## config.mk

```make
export PLATFORM = sky130hd
export DESIGN_NAME = seven_seg_scheduler
export DESIGN_NICKNAME = d
export VERILOG_FILES = /design/src/rtl/seven_seg_scheduler.sv
export SDC_FILE = /design/constraint.sdc
export NUM_CORES = 1
export LEC_CHECK = 0
export BUFFER_PORTS_ARGS = -buffer_cell sky130_fd_sc_hd__buf_2
export CAP_MARGIN = 20
export CORE_MARGIN = 2
export CORE_UTILIZATION = 50
export DETAILED_ROUTE_END_ITERATION = 8
export GPL_ROUTABILITY_DRIVEN = 0
export PLACE_DENSITY = 0.7
export SYNTH_ARGS = -nofsm -noshare
export SYNTH_HDL_FRONTEND = slang
export SYNTH_SLANG_ARGS = --single-unit
```

## constraint.sdc

```tcl
create_clock -name i_Clk -period 7 [get_ports i_Clk]
set_clock_uncertainty 0.15 [all_clocks]
set_input_delay 1.05 -clock i_Clk [delete_from_list [all_inputs] [get_ports i_Clk]]
set_output_delay 1.05 -clock i_Clk [all_outputs]
set_load 0.02 [all_outputs]
```

## src/rtl/seven_seg_scheduler.sv

```systemverilog
// Purpose : round-robin time-share of the single seven-segment digit among three pattern sources,
//           with a minimum hold time before a grant can be preempted.
// Latency : request-to-grant 1 cycle; granted pattern reaches o_Segments 1 cycle after i_Pattern.
// Backpressure: none. Requests are level-sensitive and not latched, so a source keeps i_Req high until granted.
// Ports   : i_Clk, i_Rst_L (async active-low), i_Req[2:0], i_Pattern[20:0] (source n at [7n+6:7n]),
//           o_Grant[2:0] (one-hot or zero), o_Segments[6:0] (registered, active-high), o_Busy (|o_Grant).
// Option  : SEG_SCHED_GAP_EN inserts g_GAP blank cycles after every release.
module seven_seg_scheduler #(
    parameter int unsigned g_HOLD = 25000000
`ifdef SEG_SCHED_GAP_EN
    ,
    parameter int unsigned g_GAP  = 2
`endif
) (
    input  logic        i_Clk,
    input  logic        i_Rst_L,
    input  logic [2:0]  i_Req,
    input  logic [20:0] i_Pattern,
    output logic [2:0]  o_Grant,
    output logic [6:0]  o_Segments,
    output logic        o_Busy
);

    typedef enum logic [1:0] {
        ST_IDLE  = 2'd0,
`ifdef SEG_SCHED_GAP_EN
        ST_GAP   = 2'd2,
`endif
        ST_GRANT = 2'd1
    } state_t;

    state_t      r_State;
    logic [2:0]  r_Grant;
    logic [6:0]  r_Seg;
    logic [1:0]  r_Owner;   // index of the granted source, valid in ST_GRANT
    logic [1:0]  r_Ptr;     // round-robin search start
    logic [31:0] r_Cnt;     // hold counter, reused as the gap counter

    logic [1:0]  w_Start;
    logic [1:0]  w_Win;
    logic        w_WinVld;
    logic        w_OwnReq;
    logic        w_Others;
    logic        w_Release;
    logic [6:0]  w_OwnPat;
    logic [6:0]  w_WinPat;

    function automatic logic [6:0] sel_pat(input logic [1:0] idx, input logic [20:0] pat);
        case (idx)
            2'd0:    sel_pat = pat[6:0];
            2'd1:    sel_pat = pat[13:7];
            2'd2:    sel_pat = pat[20:14];
            default: sel_pat = 7'd0;
        endcase
    endfunction

    function automatic logic [2:0] one_hot(input logic [1:0] idx);
        case (idx)
            2'd0:    one_hot = 3'b001;
            2'd1:    one_hot = 3'b010;
            2'd2:    one_hot = 3'b100;
            default: one_hot = 3'b000;
        endcase
    endfunction

    // Pointer value 3 cannot be reached but is folded onto 0 to stay safe.
    assign w_Start  = (r_Ptr == 2'd3) ? 2'd0 : r_Ptr;
    assign w_WinVld = |i_Req;

    // Search upward from the pointer with wrap.
    always_comb begin
        w_Win = 2'd0;
        case (w_Start)
            2'd1: begin
                if (i_Req[1])      w_Win = 2'd1;
                else if (i_Req[2]) w_Win = 2'd2;
                else               w_Win = 2'd0;
            end
            2'd2: begin
                if (i_Req[2])      w_Win = 2'd2;
                else if (i_Req[0]) w_Win = 2'd0;
                else               w_Win = 2'd1;
            end
            default: begin
                if (i_Req[0])      w_Win = 2'd0;
                else if (i_Req[1]) w_Win = 2'd1;
                else               w_Win = 2'd2;
            end
        endcase
    end

    always_comb begin
        w_OwnReq = 1'b0;
        case (r_Owner)
            2'd0:    w_OwnReq = i_Req[0];
            2'd1:    w_OwnReq = i_Req[1];
            2'd2:    w_OwnReq = i_Req[2];
            default: w_OwnReq = 1'b0;
        endcase
    end

    assign w_Others  = |(i_Req & ~r_Grant);
    // Dropping the request wins over everything; preemption only once the hold has expired.
    assign w_Release = !w_OwnReq || ((r_Cnt == g_HOLD) && w_Others);
    assign w_OwnPat  = sel_pat(r_Owner, i_Pattern);
    assign w_WinPat  = sel_pat(w_Win, i_Pattern);

    always_ff @(posedge i_Clk or negedge i_Rst_L) begin
        if (!i_Rst_L) begin
            r_State <= ST_IDLE;
            r_Grant <= 3'b000;
            r_Seg   <= 7'd0;
            r_Owner <= 2'd0;
            r_Ptr   <= 2'd0;
            r_Cnt   <= 32'd0;
        end else begin
            case (r_State)
                ST_IDLE: begin
                    r_Seg <= 7'd0;
                    if (w_WinVld) begin
                        r_State <= ST_GRANT;
                        r_Grant <= one_hot(w_Win);
                        r_Owner <= w_Win;
                        r_Seg   <= w_WinPat;
                        r_Cnt   <= 32'd0;
                    end
                end
                ST_GRANT: begin
                    if (w_Release) begin
                        r_Ptr   <= (r_Owner == 2'd0) ? 2'd1 : ((r_Owner == 2'd1) ? 2'd2 : 2'd0);
                        r_Grant <= 3'b000;
                        r_Seg   <= 7'd0;
                        r_Cnt   <= 32'd0;
`ifdef SEG_SCHED_GAP_EN
                        r_State <= ST_GAP;
`else
                        r_State <= ST_IDLE;
`endif
                    end else begin
                        r_Seg <= w_OwnPat;
                        if (r_Cnt != g_HOLD) begin
                            r_Cnt <= r_Cnt + 32'd1;
                        end
                    end
                end
`ifdef SEG_SCHED_GAP_EN
                ST_GAP: begin
                    r_Seg <= 7'd0;
                    // Leave after exactly g_GAP cycles in this state.
                    if ((r_Cnt + 32'd1) >= g_GAP) begin
                        r_State <= ST_IDLE;
                        r_Cnt   <= 32'd0;
                    end else begin
                        r_Cnt <= r_Cnt + 32'd1;
                    end
                end
`endif
                default: begin
                    r_State <= ST_IDLE;
                    r_Grant <= 3'b000;
                    r_Seg   <= 7'd0;
                    r_Cnt   <= 32'd0;
                end
            endcase
        end
    end

    assign o_Grant    = r_Grant;
    assign o_Segments = r_Seg;
    assign o_Busy     = |r_Grant;

endmodule

```

==> impl_metrics.prom, run 1 <==
# TYPE chip_impl_metric gauge
chip_impl_metric{name="starting_density",unit=""} 0.521
chip_impl_metric{name="crit_required",unit="ps"} 7100
chip_impl_metric{name="grt_max_degree",unit=""} 48
chip_impl_metric{name="chipWidth",unit="um"} 82.8
chip_impl_metric{name="clock.fmax",unit="GHz"} 0.291
chip_impl_info{name="synth_area_leaders",value="dfrtp_1, o21ai_0, nand2_1"} 1
chip_impl_metric{name="number_of_placement_rows",unit=""} 28
chip_impl_info{name="most-common-layout-cells",value="dfrtp_1, nand2_1, o21ai_0, buf_2, nand3_1"} 1
chip_impl_metric{name="synth.top_cell.area_share",unit=""} 0.379
chip_impl_metric{name="antenna_cells_inserted",unit=""} 0
chip_impl_metric{name="post_synth_num_cell_types",unit=""} 57
chip_impl_metric{name="leakagePower",unit="nW"} 1.39
chip_impl_metric{name="drt.antenna.violating_nets",unit=""} 0
chip_impl_metric{name="finish.net_count",unit=""} 407
chip_impl_metric{name="finalHoldWorstSlack",unit="ps"} 367
chip_impl_info{name="run_status",value="complete, no violations"} 1
chip_impl_metric{name="postLayoutCoreUtil",unit=""} 0.566
chip_impl_metric{name="seq_area_frac_synth",unit=""} 0.379
chip_impl_metric{name="r2r_cells",unit=""} 6
chip_impl_metric{name="timing.final.ws_setup",unit="ps"} 3560
chip_impl_info{name="timing_worst_setup_path_type",value="reg -> reg"} 1
chip_impl_metric{name="synth-edff-count",unit=""} 0
chip_impl_metric{name="synth_area_per_cell",unit="sq um"} 8.77
chip_impl_metric{name="critical_path.max_fanout",unit=""} 22
chip_impl_metric{name="setup.reg_to_reg.worst_slack",unit="ps"} 3560
chip_impl_metric{name="fin_setup_tns",unit="ps"} 0
chip_impl_metric{name="report.power.total",unit="mW"} 1.12
chip_impl_metric{name="min_delay_path_depth",unit=""} 2
chip_impl_metric{name="vias_per_cell",unit=""} 6.04
chip_impl_metric{name="stdcell_count",unit=""} 453
chip_impl_metric{name="timing_hold_violations_final",unit=""} 0
chip_impl_info{name="ys_dominant_reg_cell",value="dfrtp_1"} 1
chip_impl_metric{name="final.period_utilization",unit=""} 0.491
chip_impl_metric{name="numPortBuffers",unit=""} 36
chip_impl_metric{name="post_synthesis_cell_count",unit=""} 354
chip_impl_metric{name="clk_pin_slew",unit="ps"} 100
chip_impl_info{name="cts_root_cell",value="clkbuf_8"} 1
chip_impl_metric{name="fillerInstances",unit=""} 568
chip_impl_metric{name="areaGrowthSynthToFinish",unit="%"} 8.58
chip_impl_metric{name="cellPowerDensity",unit="nW/um^2"} 331
chip_impl_metric{name="drt_iter0_drc",unit=""} 140
chip_impl_metric{name="async_reset_ff_frac",unit=""} 1.00
chip_impl_metric{name="min_period",unit="ps"} 3440
chip_impl_metric{name="grt_pass1_vias",unit=""} 2717
chip_impl_metric{name="grt-ovfl-total",unit=""} 0
chip_impl_metric{name="drive_gt1_frac",unit=""} 0.180
chip_impl_metric{name="timing.final.max_slew_violations",unit=""} 0
chip_impl_metric{name="syn_nets",unit=""} 384
chip_impl_metric{name="num_vias",unit=""} 2737
chip_impl_metric{name="detailedRoute.firstPassIterationCount",unit=""} 4
chip_impl_metric{name="design.portCount",unit=""} 37
chip_impl_metric{name="grt_antenna_before_repair",unit=""} 0
chip_impl_info{name="cts_tree",value="yes"} 1
chip_impl_metric{name="setup_violations",unit=""} 0
chip_impl_metric{name="die_h",unit="um"} 82.8
chip_impl_metric{name="drt_drc_violations_left",unit=""} 0
chip_impl_metric{name="transition_time_at_the_pin_with_the_least_slew_margin",unit="ps"} 1030
chip_impl_metric{name="synth.ff_latch_count",unit=""} 47
chip_impl_info{name="type_of_destination_of_the_critical_path",value="flop"} 1
chip_impl_metric{name="dpl.hpwl",unit="mm"} 4.96
chip_impl_metric{name="max_cap_viol_count",unit=""} 0
chip_impl_info{name="grt_setup_unrepaired",value="no"} 1
chip_impl_info{name="synthDominantAreaCellType",value="dfrtp_1"} 1
chip_impl_metric{name="place.detailed.instances",unit=""} 444
chip_impl_metric{name="syn_area",unit="sq um"} 3110
chip_impl_metric{name="grt.total_usage",unit=""} 0.224
chip_impl_metric{name="max_slew_headroom_at_the_worst_pin",unit=""} 0.315
chip_impl_metric{name="clock_tree.buffer_depth",unit=""} 2
chip_impl_metric{name="post-place-ws",unit="ps"} 3370
chip_impl_metric{name="non_filler_cell_area_final",unit="sq um"} 3370
chip_impl_info{name="worst_setup_path_start_kind",value="flop"} 1
chip_impl_metric{name="wire_length_of_the_first_global_routing_pass",unit="mm"} 12.8
chip_impl_metric{name="postCtsResizedCells",unit=""} 0
chip_impl_metric{name="mean_routed_wirelength_per_cell",unit="um"} 16.1
chip_impl_metric{name="cts_made_buffers",unit=""} 5
chip_impl_metric{name="cts.repair_timing.setup_buffer_count",unit=""} 0
chip_impl_metric{name="wirelength",unit="mm"} 7.29
chip_impl_metric{name="clock_insertion_delay_worst_skew",unit="ps"} 310
chip_impl_metric{name="core_region_area",unit="sq um"} 5960
chip_impl_metric{name="place_area",unit="sq um"} 3220
chip_impl_info{name="mostFrequentLayoutCell",value="dfrtp_1"} 1
chip_impl_metric{name="yosys_warnings",unit=""} 0
chip_impl_metric{name="maximum_ir_drop_on_the_vdd_rail",unit="mV"} 0.196
chip_impl_info{name="worstHoldPathType",value="reg -> reg"} 1
chip_impl_metric{name="critical_path_arrival",unit="ps"} 3540
chip_impl_metric{name="hold_buffers",unit=""} 0
chip_impl_metric{name="design.die.area",unit="sq um"} 6860
chip_impl_metric{name="cts_num_sinks",unit=""} 47
chip_impl_metric{name="clock_tree.htree_level_count",unit=""} 2
==> Yosys cell counts, drive strengths merged (3+ instances only) <==
cell / instances
inv: 21
a21oi: 15
or3: 12
nor3: 12
nand3: 23
and3: 3
o221ai: 7
and2: 3
mux2i: 16
ha: 4
or2: 3
nor4b: 5
nor4: 9
nor2b: 4
nand2: 46
nand4: 12
o21ai: 53
dfrtp: 47
clkbuf: 7
nor2: 10
a211oi: 4
and4: 3
buf: 14
==> layout make-up <==
class / instances / area (sq um) / share of cell area
Sequential cell: 47 / 1180 / 0.349
Multi-Input combinational cell: 265 / 1690 / 0.500
Timing Repair Buffer: 37 / 200 / 0.0594
Clock buffer: 5 / 68.8 / 0.0204
Inverter: 21 / 78.8 / 0.0234
Clock inverter: 3 / 67.6 / 0.0200
Tap cell: 75 / 93.8 / 0.0278
==> sequential cells by signal, indices dropped and copies added (netlist names) <==
name        count
r_Ptr           2
r_State         1
o_Grant         3
r_Cnt          32
r_Owner         2
o_Segments      7
==> worst max-delay path, cell delays in order, from the launching register on <==
cell       delay (ps)
dfrtp_1           610
nor2b_1           560
o2bb2ai_1         260
nand2_1           460
nor2_2            950
a21oi_1           190
a21oi_2           180
==> per-layer routing <==
layer / share of wire / global-route usage / up-vias / routed length [um]
met4: 0.0095 / 0.0611 / 0 / 69
met5: 0 / 0 / - / 0
met3: 0.044 / 0.0596 / 9 / 323
met1: 0.45 / 0.279 / 1326 / 3290
met2: 0.49 / 0.382 / 60 / 3610
li1: - / - / 1342 / -
==> kinds of logic after synthesis <==
family          count (synthesis)  synth area share
compound gates                 94             0.194
xor+xnor                        1           0.00282
fa+ha+maj                       4            0.0161
buf+inv                        42            0.0782
flops                          47             0.379
mux                            16            0.0516
simple gates                  150             0.278
==> power by group <==
group,total (mW),switching [mW],internal [mW]
Clock,0.242,0.0993,0.142
Sequential,0.367,0.0517,0.316
Combinational,0.508,0.325,0.183
Total,1.12,0.476,0.642
==> worst paths after layout <==
path,to,startpoint
max in group asynchronous,r_Cnt[19]$_DFFE_PN0P_,i_Rst_L
hold reg to reg,r_Ptr[1]$_DFFE_PN0P_,r_Ptr[1]$_DFFE_PN0P_
hold / removal,r_Ptr[1]$_DFFE_PN0P_,r_Ptr[1]$_DFFE_PN0P_
setup / recovery,r_Cnt[30]$_DFFE_PN0P_,r_Owner[0]$_DFFE_PN0P_
setup reg to reg,r_Cnt[30]$_DFFE_PN0P_,r_Owner[0]$_DFFE_PN0P_
min in group asynchronous,o_Grant[0]$_DFFE_PN0P_,i_Rst_L
Note: power is estimated with default switching activity, not from simulation.
==> inputs of run 2 (changes only) <==
--- a/config.mk
+++ b/config.mk
@@ -5,6 +5,7 @@
 export SDC_FILE = /design/constraint.sdc
 export NUM_CORES = 1
 export LEC_CHECK = 0
+export ABC_AREA = 1
 export BUFFER_PORTS_ARGS = -buffer_cell sky130_fd_sc_hd__buf_2
 export CAP_MARGIN = 20
 export CORE_MARGIN = 2
==> constraint.sdc (replaced) <==
create_clock -name i_Clk -period 3.4 [get_ports i_Clk]
set_clock_uncertainty 0.15 [all_clocks]
set_input_delay 0.51 -clock i_Clk [delete_from_list [all_inputs] [get_ports i_Clk]]
set_output_delay 0.51 -clock i_Clk [all_outputs]
set_load 0.02 [all_outputs]
==> run 2 against run 1 <==
Net effect:
- register-to-register slack worse by 2600 ps
- fmax is 41% higher
- sequential power rose by 90%
- critical path type unchanged
- sequential share of layout area down 3.7 points
- critical path depth up 5
- clock power increased by 42%
- global-route usage rose by 4.0 points
- sequential cell count unchanged
- critical endpoint is now r_Cnt[17]$_DFFE_PN0P_
- highest routed layer unchanged
- synthesized cell count rose by 52%
- first-iteration DRC count grew 61%
==> impl_metrics.prom, run 2 <==
# TYPE chip_impl_metric gauge
chip_impl_info{name="synthDominantAreaCellType",value="dfrtp_1"} 1
chip_impl_metric{name="timing_hold_violations_final",unit=""} 0
chip_impl_metric{name="crit_required",unit="ps"} 3450
chip_impl_metric{name="design.portCount",unit=""} 37
chip_impl_info{name="ys_dominant_reg_cell",value="dfrtp_1"} 1
chip_impl_metric{name="chipWidth",unit="um"} 87.1
chip_impl_metric{name="synth.top_cell.area_share",unit=""} 0.341
chip_impl_metric{name="number_of_flip_flops_in_the_largest_register",unit=""} 32
chip_impl_metric{name="grt_max_degree",unit=""} 48
chip_impl_metric{name="antenna_cells_inserted",unit=""} 0
chip_impl_metric{name="grt-ovfl-total",unit=""} 0
chip_impl_metric{name="synth-edff-count",unit=""} 0
chip_impl_metric{name="sequential_cell_area",unit="sq um"} 1180
chip_impl_metric{name="fillerInstances",unit=""} 695
chip_impl_metric{name="wirelength",unit="mm"} 9.36
chip_impl_info{name="register_ranked_first_by_flip_flop_count",value="r_Cnt"} 1
chip_impl_metric{name="numPortBuffers",unit=""} 36
chip_impl_info{name="worstHoldPathType",value="in -> async"} 1
chip_impl_metric{name="dpl.hpwl",unit="mm"} 7.04
chip_impl_metric{name="yosys_warnings",unit=""} 0
chip_impl_metric{name="drt.antenna.violating_nets",unit=""} 0
chip_impl_metric{name="finish.net_count",unit=""} 602
chip_impl_metric{name="synthesized_area_fraction_occupied_by_ao_oa_aoi_and_oai_cells",unit=""} 0.0453
chip_impl_info{name="grt_setup_unrepaired",value="no"} 1
chip_impl_metric{name="async_reset_ff_frac",unit=""} 1.00
chip_impl_metric{name="hold_buffers",unit=""} 0
chip_impl_metric{name="clock_tree.buffer_depth",unit=""} 2
chip_impl_metric{name="fin_setup_tns",unit="ps"} 0
chip_impl_metric{name="grt.total_usage",unit=""} 0.264
chip_impl_metric{name="cts_made_buffers",unit=""} 5
chip_impl_metric{name="max_slew_headroom_at_the_worst_pin",unit=""} 0.602
chip_impl_metric{name="clock_tree.htree_level_count",unit=""} 2
chip_impl_metric{name="leakagePower",unit="nW"} 1.82
chip_impl_metric{name="cts.repair_timing.setup_buffer_count",unit=""} 0
chip_impl_metric{name="critical_path.max_fanout",unit=""} 13
chip_impl_metric{name="synth.ff_latch_count",unit=""} 47
chip_impl_metric{name="timing.final.max_slew_violations",unit=""} 0
chip_impl_metric{name="max_cap_viol_count",unit=""} 0
chip_impl_metric{name="drt_drc_violations_left",unit=""} 0
chip_impl_metric{name="cts_num_sinks",unit=""} 47
chip_impl_metric{name="grt_antenna_before_repair",unit=""} 0
chip_impl_metric{name="wire_length_of_the_first_global_routing_pass",unit="mm"} 15.9
chip_impl_metric{name="seq_area_frac_synth",unit=""} 0.341
chip_impl_metric{name="synth_area_per_cell",unit="sq um"} 6.40
chip_impl_metric{name="report.power.total",unit="mW"} 2.14
chip_impl_metric{name="cellPowerDensity",unit="nW/um^2"} 567
chip_impl_metric{name="stdcell_count",unit=""} 653
chip_impl_metric{name="critPathMaxStageDelay",unit="ps"} 420
chip_impl_metric{name="vias_per_cell",unit=""} 5.46
chip_impl_metric{name="number_of_placement_rows",unit=""} 30
chip_impl_info{name="most-common-layout-cells",value="nand2_1, nand3_1, nor2_1, inv_1, dfrtp_1"} 1
chip_impl_info{name="cts_tree",value="yes"} 1
chip_impl_info{name="worst_setup_path_start_kind",value="flop"} 1
chip_impl_metric{name="num_vias",unit=""} 3563
chip_impl_info{name="netlist_top_cells_count",value="nand2_1, nand3_1, nor2_1, inv_1, dfrtp_1"} 1
chip_impl_metric{name="starting_density",unit=""} 0.513
chip_impl_info{name="synth_top_family_by_area",value="simple AND/OR/NAND/NOR gates"} 1
chip_impl_metric{name="clk_pin_slew",unit="ps"} 90
chip_impl_metric{name="post_synth_xor_area_fraction",unit=""} 0.0457
chip_impl_metric{name="syn_nets",unit=""} 569
chip_impl_metric{name="drive_gt1_frac",unit=""} 0.117
chip_impl_metric{name="core_region_area",unit="sq um"} 6720
chip_impl_metric{name="postLayoutCoreUtil",unit=""} 0.561
chip_impl_metric{name="post-place-ws",unit="ps"} 958
chip_impl_metric{name="postCtsResizedCells",unit=""} 0
chip_impl_metric{name="syn_area",unit="sq um"} 3450
chip_impl_metric{name="place.detailed.instances",unit=""} 644
chip_impl_info{name="timing_worst_setup_path_type",value="reg -> reg"} 1
chip_impl_info{name="cts_root_cell",value="clkbuf_8"} 1
chip_impl_metric{name="timing.final.ws_setup",unit="ps"} 965
chip_impl_metric{name="simple_logic_cell_fraction_of_the_synthesized_area",unit=""} 0.474
chip_impl_metric{name="transition_time_at_the_pin_with_the_least_slew_margin",unit="ps"} 597
chip_impl_metric{name="post_synth_num_cell_types",unit=""} 33
chip_impl_metric{name="post_synthesis_cell_count",unit=""} 539
chip_impl_info{name="timing.critical_path.slowest_stage_cell",value="dfrtp_1"} 1
chip_impl_info{name="synth_most_common_cell",value="nand2_1"} 1
chip_impl_metric{name="areaGrowthSynthToFinish",unit="%"} 9.32
chip_impl_metric{name="maximum_ir_drop_on_the_vdd_rail",unit="mV"} 0.411
chip_impl_metric{name="die_h",unit="um"} 87.1
chip_impl_info{name="mostFrequentLayoutCell",value="nand2_1"} 1
chip_impl_metric{name="multi_input_combinational_cell_area",unit="sq um"} 2000
chip_impl_info{name="cp_cell_sequence",value="inv_1 > ha_1 > nand2_1 > nor2_1 > nand2_1 > nor2_1 > nand3_1 > nand2_1 > inv_1 > nand3_1 > o21ai_2"} 1
chip_impl_metric{name="clock.fmax",unit="GHz"} 0.411
chip_impl_metric{name="clock_insertion_delay_worst_skew",unit="ps"} 310
chip_impl_info{name="run_status",value="complete, no violations"} 1
chip_impl_metric{name="min_period",unit="ps"} 2440
chip_impl_metric{name="final.period_utilization",unit=""} 0.716
chip_impl_metric{name="critical_path_arrival",unit="ps"} 2480
chip_impl_metric{name="synth_fa_ha_area_frac",unit=""} 0.0145
chip_impl_metric{name="grt_pass1_vias",unit=""} 3411
chip_impl_metric{name="detailedRoute.firstPassIterationCount",unit=""} 5
chip_impl_metric{name="muxShareOfSynthArea",unit=""} 0
chip_impl_metric{name="setup_violations",unit=""} 0
chip_impl_info{name="worst_path_most_repeated_cell",value="nand2_1"} 1
chip_impl_metric{name="drt_iter0_drc",unit=""} 225
chip_impl_info{name="type_of_destination_of_the_critical_path",value="flop"} 1
chip_impl_info{name="synth_area_leaders",value="dfrtp_1, nand2_1, nand3_1"} 1
chip_impl_metric{name="mean_routed_wirelength_per_cell",unit="um"} 14.3
chip_impl_metric{name="design.die.area",unit="sq um"} 7580
==> run 2: changes by cell type after synthesis, moves of 7 or more <==
cell,before,now
a21oi_1,12,3
buf_6,10,2
inv_1,21,48
mux2i_1,16,0
nand2_1,46,208
nand3_1,22,69
nor2_1,9,65
o21ai_0,36,9
o21ai_1,14,1
o221ai_1,7,0
or3_1,12,0
xor2_1,0,16
==> run 2: through the flow <==
step	hold WS [ps]	area [sq um]
after floorplan	64.4	3450
after global placement	384	3670
after detailed placement	395	3670
after CTS	289	3750
after global routing	52.3	3770
final	19.7	3770
==> run 2: cells by family (layout without fill, tap and decap cells) <==
logic type	Yosys count	in the layout
buffers and inverters	64	98
AO/OA/AOI/OAI	24	24
XOR/XNOR	18	18
flip-flops	47	47
AND/OR/NAND/NOR	382	382
adder cells (fa/ha/maj)	4	4
==> run 2: metal layers <==
metal | track usage | up-vias | wire (um)
met4 | 0.126 | 0 | 298
met5 | 0 | - | 0
met2 | 0.437 | 129 | 4410
li1 | - | 1778 | -
met3 | 0.0474 | 29 | 493
met1 | 0.331 | 1627 | 4160
==> run 2: final cells by class <==
cell class	instances	share of cell area
clock inverter	2	0.00332
clock buffer	6	0.0192
sequential	47	0.312
tap	80	0.0265
timing repair buffer	40	0.0591
multi-input combinational	428	0.530
inverter	50	0.0498
==> run 2: worst paths after layout <==
check	from	to	slack (ps)	depth (start not counted)
setup / recovery	r_Cnt[0]$_DFFE_PN0P_	r_Cnt[17]$_DFFE_PN0P_	960	11
hold / removal	i_Rst_L	r_Cnt[11]$_DFFE_PN0P_	20	1
setup reg to reg	r_Cnt[0]$_DFFE_PN0P_	r_Cnt[17]$_DFFE_PN0P_	960	11
hold reg to reg	r_Ptr[1]$_DFFE_PN0P_	r_Ptr[1]$_DFFE_PN0P_	410	2
max in group asynchronous	i_Rst_L	r_Cnt[27]$_DFFE_PN0P_	2560	2
min in group i_Clk	i_Pattern[8]	o_Segments[1]$_DFF_PN0_	360	5
==> run 2: power breakdown <==
part	switching [mW]	internal [mW]
clock	0.199	0.144
sequential	0.0558	0.644
combinational	0.809	0.288
total	1.06	1.08
==> run 2: worst max-delay path, delay by kind of cell (launching register included) <==
family                   cells  cell delay [ps]
AO/OA/AOI/OAI                1               60
AND/OR/NAND/NOR              7             1020
adder cells (fa/ha/maj)      1              190
buffers and inverters        2              500
flip-flops                   1              420
